File: config.mk
export PLATFORM = sky130hd
export DESIGN_NAME = mult_booth_seq
export DESIGN_NICKNAME = d
export VERILOG_FILES = /design/src/rtl/mult_booth_seq_pkg.sv /design/src/rtl/mult_booth_seq_cla32.sv /design/src/rtl/mult_booth_seq.sv
export SDC_FILE = /design/constraint.sdc
export NUM_CORES = 1
export LEC_CHECK = 0
export ABC_AREA = 1
export CAP_MARGIN = 30
export CORE_MARGIN = 5
export CORE_UTILIZATION = 45
export DETAILED_ROUTE_END_ITERATION = 12
export PLACE_DENSITY_LB_ADDON = 0.2
export RECOVER_POWER = 50
export SYNTH_ARGS = -nofsm -noshare
export SYNTH_HDL_FRONTEND = slang
export SYNTH_SLANG_ARGS = --single-unit
File: constraint.sdc
create_clock -name clock -period 9.7 [get_ports clock]
set_input_delay 1.94 -clock clock [delete_from_list [all_inputs] [get_ports clock]]
set_output_delay 1.94 -clock clock [all_outputs]
set_load 0.02 [all_outputs]
File: src/rtl/mult_booth_seq_pkg.sv
// Shared definitions for the sequential Booth multiplier: FSM states, Booth
// step codes and the iteration count.
package mult_booth_seq_pkg;

    localparam int MULT_ITERS = 32;

    typedef enum logic [1:0] {
        S_IDLE = 2'd0,
        S_RUN  = 2'd1,
        S_DONE = 2'd2
    } state_t;

    typedef enum logic [1:0] {
        BOOTH_NOP = 2'd0,
        BOOTH_ADD = 2'd1,
        BOOTH_SUB = 2'd2
    } booth_t;

    // Radix-2 Booth recoding of the current multiplier bit pair {q[0], q_m1}.
    function automatic booth_t booth_decode(input logic q0, input logic q_m1);
        case ({q0, q_m1})
            2'b01:   booth_decode = BOOTH_ADD;
            2'b10:   booth_decode = BOOTH_SUB;
            default: booth_decode = BOOTH_NOP;
        endcase
    endfunction

endpackage

File: src/rtl/mult_booth_seq_cla32.sv
// 32-bit carry-lookahead adder: 4-bit lookahead blocks with block-level
// generate/propagate chained for the carries between blocks.
module cla32 (
    input  logic [31:0] a,
    input  logic [31:0] b,
    input  logic        cin,
    output logic [31:0] sum,
    output logic        cout
);

    logic [31:0] g;
    logic [31:0] p;
    logic [31:0] c;
    logic [7:0]  bg;
    logic [7:0]  bp;
    logic [8:0]  bc;

    assign g = a & b;
    assign p = a ^ b;

    for (genvar blk = 0; blk < 8; blk++) begin : g_blk
        localparam int B = blk * 4;
        assign bg[blk] = g[B+3] | (p[B+3] & g[B+2]) | (p[B+3] & p[B+2] & g[B+1])
                       | (p[B+3] & p[B+2] & p[B+1] & g[B]);
        assign bp[blk] = &p[B+3:B];
    end

    // NOTE: every variable gets a default at the top of always_comb so no path can infer a latch.
    always_comb begin
        bc    = '0;
        c     = '0;
        bc[0] = cin;
        for (int k = 0; k < 8; k++) begin
            bc[k+1] = bg[k] | (bp[k] & bc[k]);
        end
        for (int k = 0; k < 8; k++) begin
            c[4*k]   = bc[k];
            c[4*k+1] = g[4*k] | (p[4*k] & bc[k]);
            c[4*k+2] = g[4*k+1] | (p[4*k+1] & g[4*k]) | (p[4*k+1] & p[4*k] & bc[k]);
            c[4*k+3] = g[4*k+2] | (p[4*k+2] & g[4*k+1]) | (p[4*k+2] & p[4*k+1] & g[4*k])
                     | (p[4*k+2] & p[4*k+1] & p[4*k] & bc[k]);
        end
    end

    assign sum  = p ^ c;
    assign cout = bc[8];

endmodule

File: src/rtl/mult_booth_seq.sv
// Sequential 32x32 signed radix-2 Booth multiplier: one cla32 add and one
// arithmetic shift per cycle, low product word plus signed-overflow flag.
module mult_booth_seq
    import mult_booth_seq_pkg::*;
#(
    parameter int WIDTH = 32,
    parameter int CNT_W = 6
) (
    input  logic             clock,
    input  logic             reset,
    input  logic             ctrl_MULT,
    input  logic [WIDTH-1:0] data_operandA,
    input  logic [WIDTH-1:0] data_operandB,
    output logic [WIDTH-1:0] data_result,
    output logic             data_exception,
    output logic             data_resultRDY,
    output logic             busy
);

    state_t             state;
    state_t             state_nxt;
    logic [2*WIDTH+1:0] p;
    logic [WIDTH-1:0]   m;
    logic [CNT_W-1:0]   count;

    logic [WIDTH:0]     acc;
    logic [WIDTH:0]     acc_nxt;
    logic [2*WIDTH+1:0] p_nxt;
    logic [WIDTH-1:0]   addend;
    logic [WIDTH-1:0]   sum;
    logic               cin;
    logic               c32;
    logic               last;
    booth_t             op;

    assign acc  = p[2*WIDTH+1:WIDTH+1];
    assign op   = booth_decode(p[1], p[0]);
    assign last = (count == CNT_W'(MULT_ITERS - 1));

    always_comb begin
        addend = '0;
        cin    = 1'b0;
        case (op)
            BOOTH_ADD: addend = m;
            BOOTH_SUB: begin
                addend = ~m;
                cin    = 1'b1;
            end
            default: ;
        endcase
    end

    cla32 u_cla (
        .a    (acc[WIDTH-1:0]),
        .b    (addend),
        .cin  (cin),
        .sum  (sum),
        .cout (c32)
    );

    // The top acc bit absorbs the sign extension of the addend, so the 33-bit acc never wraps.
    assign acc_nxt = {acc[WIDTH] ^ addend[WIDTH-1] ^ c32, sum};
    assign p_nxt   = {acc_nxt[WIDTH], acc_nxt, p[WIDTH:1]};

    // NOTE: sequential state uses non-blocking assignments so every flop samples pre-edge values.
    always_ff @(posedge clock) begin
        if (reset) state <= S_IDLE;
        else       state <= state_nxt;
    end

    always_comb begin
        state_nxt = state;
        if (ctrl_MULT) begin
            state_nxt = S_RUN;
        end else begin
            case (state)
                S_IDLE:  state_nxt = S_IDLE;
                S_RUN:   state_nxt = last ? S_DONE : S_RUN;
                S_DONE:  state_nxt = S_IDLE;
                default: state_nxt = S_IDLE;
            endcase
        end
    end

    always_comb begin
        busy           = (state != S_IDLE);
        data_resultRDY = (state == S_DONE);
    end

    // Results are captured from the final shifted value so they are already valid in DONE.
    always_ff @(posedge clock) begin
        if (reset) begin
            p              <= '0;
            m              <= '0;
            count          <= '0;
            data_result    <= '0;
            data_exception <= 1'b0;
        end else if (ctrl_MULT) begin
            m     <= data_operandA;
            p     <= {{(WIDTH+1){1'b0}}, data_operandB, 1'b0};
            count <= '0;
        end else if (state == S_RUN) begin
            p     <= p_nxt;
            count <= count + CNT_W'(1);
            if (last) begin
                data_result    <= p_nxt[WIDTH:1];
                data_exception <= ~(&p_nxt[2*WIDTH:WIDTH] | ~|p_nxt[2*WIDTH:WIDTH]);
            end
        end
    end

endmodule

==> results.py <==
metrics = {
    "outcome": {
        "outcome": "finished with violations",
        "violations": "capacitance limit, slew limit",
    },
    "sta": {
        "setup_ws_ns": 3.37,
        "timing.fmax_ghz": 0.158,
        "hold_viol": 0,
        "min_period_over_period_pct": 65.3,
        "tightest_slew_ns": 2.96,
        "whs_ns": 0.468,
        "period_needed_ns": 6.33,
        "grt_setup_unrepaired": "false",
        "slew_violations": 100,
        "finalSetupTns_ns": 0,
        "final.setup_skew_ns": 0.0105,
        "setup_viol": 0,
        "relSlewSlack_pct": -97.1,
    },
    "min_path": {
        "min_path_type": "register to register",
        "hold_path_depth": 2,
    },
    "global_route": {
        "grt_pass1_wl_um": 30500,
        "antenna_found_initial": 1,
        "grt_overflow": 0,
        "grt_use_total_pct": 20.3,
        "grt_max_degree": 69,
        "grt_pass1_vias": 6483,
    },
    "placement": {
        "place_area_um2": 8330,
        "gp_congestion": 0.883,
        "place_ws_ns": 4.57,
        "port_buffers": 101,
        "dp_hpwl_um": 12500,
    },
    "setup_path": {
        "cp_slowest_cell": "clkbuf_1",
        "path_cells": "buf_2 > clkbuf_1 > inv_1 > nand3_1 > nor2_1 > nand2_1 > clkinv_1 > buf_4 > o21ai_0 > a21oi_1",
        "crit_required_ns": 9.99,
        "critPathLaunchType": "input pin",
        "crit_family": "buffers and inverters",
        "crit_arrival_ns": 6.62,
        "end_kind": "register",
        "worstSetupPathType": "input pin to register",
        "r2r_cells": 36,
        "cp_max_fo": 68,
        "rrSetupSlack_ns": 4.57,
        "slowest_delay_ns": 2.06,
        "crit_cells": 10,
        "path_buf_inv": 5,
    },
    "synth": {
        "synth_warnings": 0,
        "synth_nets": 1144,
        "syn_area_um2": 7160,
        "ys_ff_latch": 138,
        "synthCells": 1037,
        "syn_avg_cell_area_um2": 6.90,
        "synth-seq-area-share_pct": 38.6,
        "synth.distinct_cells": 31,
    },
    "pwr": {
        "p_int_mw": 1.07,
        "p_per_area_nw_per_um2": 163,
        "p_leak_nw": 4.23,
        "switching_share_pct": 26.4,
        "pwr-share-comb_pct": 12.1,
        "clkPwrFrac_pct": 46.4,
        "seq_power_share_pct": 41.5,
        "irDropWorstVdd_uv": 113,
        "p_switching_uw": 385,
    },
    "floorplanning": {
        "fp-row-count": 46,
        "die_width_um": 136,
        "start_util_pct": 45.4,
        "io_pins": 102,
        "die-area_um2": 18500,
        "die_y_um": 136,
        "core_um2": 15800,
    },
    "clock_network": {
        "cts_tree": "done",
        "post_cts_buffers": 0,
        "insertion_delay_ns": 0.42,
        "cts_root_buffer": "clkbuf_16",
        "cts_buffer_depth": 2,
        "cts_resized": 0,
        "cts_sinks": 138,
        "clkTransAtPathRegs_ns": 0.06,
        "cts_hold_buf": 0,
        "ctsHtreeMaxLevel": 4,
        "numCtsBuffers": 17,
    },
    "cells_and_area": {
        "fill_cells": 1535,
        "fin_area_um2": 8930,
        "drive_above_1_share_pct": 5.31,
        "finalCoreUtilization_pct": 56.6,
        "n_antenna_cell": 0,
        "synthToLayoutAreaGrowth_pct": 24.7,
        "final_nets": 1223,
    },
    "routing": {
        "viasPerCell": 4.99,
        "dr_wl_met2_um": 8310,
        "vias": 6706,
        "drtPass1Iterations": 4,
        "detail_route.wl_per_cell_um": 13.3,
        "drc": 0,
        "top_layer_used": "met5",
        "routed_wirelength_um": 17900,
        "dr_wl_met3_um": 1060,
        "initialDrtViolationCount": 302,
        "antenna_left": 0,
        "met1_length_um": 8140,
    },
    "flow_run": {
        "drv_cap": 2,
    },
}
==> sequential cells by signal (all words and copies together) (netlist names) <==
name	flops
data_result	32
m	32
count	6
p	65
data_exception	1
state	2
==> power by group through the flow <==
stage	clock (mW)	combinational [mW]	sequential, mW
after floorplan	0	0.116	0.613
after global placement	0	0.175	0.617
after detailed placement	0	0.177	0.617
after CTS	0.689	0.179	0.605
after global routing	0.715	0.202	0.607
final	0.676	0.177	0.605
==> area by class of cell <==
class	count	area [um^2]	area share, %
Timing Repair Buffer	109	1050	11.8
Clock buffer	18	429	4.81
Inverter	138	518	5.80
Sequential cell	138	2760	30.9
Clock inverter	14	190	2.13
Tap cell	216	270	3.03
Multi-Input combinational cell	712	3700	41.5
==> path summary, 6_finish.rpt <==
path,from,to
setup / recovery,ctrl_MULT,data_result[28]
setup reg to reg,p[0],data_exception
hold / removal,p[25],data_result[23]
hold reg to reg,p[25],data_result[23]
==> cell usage after synthesis, drive strengths merged <==
library cell,count,area share (%)
nor2,160,8.5
o21bai,1,0.10
nor3,12,0.84
and2,2,0.17
ha,33,5.8
xor2,5,0.61
a211oi,1,0.10
nand4,5,0.44
a22oi,14,1.5
fa,7,2.0
clkbuf,44,2.3
xnor2,3,0.37
o21ai,173,12
a31oi,3,0.26
nor4,2,0.17
nand3b,3,0.31
inv,136,7.1
nand2,183,10
o211ai,9,0.94
clkinv,2,0.10
a21oi,58,4.2
nand3,36,2.7
and3,2,0.17
dfxtp,138,39
buf,5,0.26
==> through the flow <==
stage	total power, mW	instances
after floorplan	0.728	1037
after global placement	0.792	1312
after detailed placement	0.794	1313
after CTS	1.47	1345
after global routing	1.52	1345
final	1.46	1345
==> per-layer routing <==
| layer | vias to the layer above | track usage, % |
|---|---|---|
| met3 | 30 | 6.22 |
| met1 | 3028 | 25.5 |
| li1 | 3518 | - |
| met2 | 128 | 32.9 |
| met5 | - | 0 |
| met4 | 2 | 7.33 |
==> logic make-up after synthesis <==
kind of cell	after synthesis	share of synthesized area, %
xor+xnor	8	0.979
compound gates	259	19.1
buf+inv	187	9.81
fa+ha+maj	40	7.73
flops	138	38.6
simple gates	405	23.7
==> placed cells by master (no fill, tap or decap), drive strengths merged <==
cell           Yosys  routed
a211oi             1       1
a21oi             58      58
a22oi             14      14
a31oi              3       3
and2               2       2
and3               2       2
buf                5       6
bufinv             0       3
clkbuf            44      21
clkdlybuf4s50      0      65
clkinv             2       9
clkinvlp           0       1
dfxtp            138     138
dlygate4sd3        0      35
fa                 7       7
ha                33      33
inv              136     139
nand2            183     183
nand3             36      36
nand3b             3       3
nand4              5       5
nor2             160     160
nor3              12      12
nor4               2       2
o211ai             9       9
o21ai            173     173
o21bai             1       1
xnor2              3       3
xor2               5       5
==> worst min-delay path, stage by stage (launching register included) <==
cell	delay [ns]
dfxtp_1	0.31
inv_1	0.06
a21oi_1	0.05
Note: power is estimated with default switching activity, not from simulation.
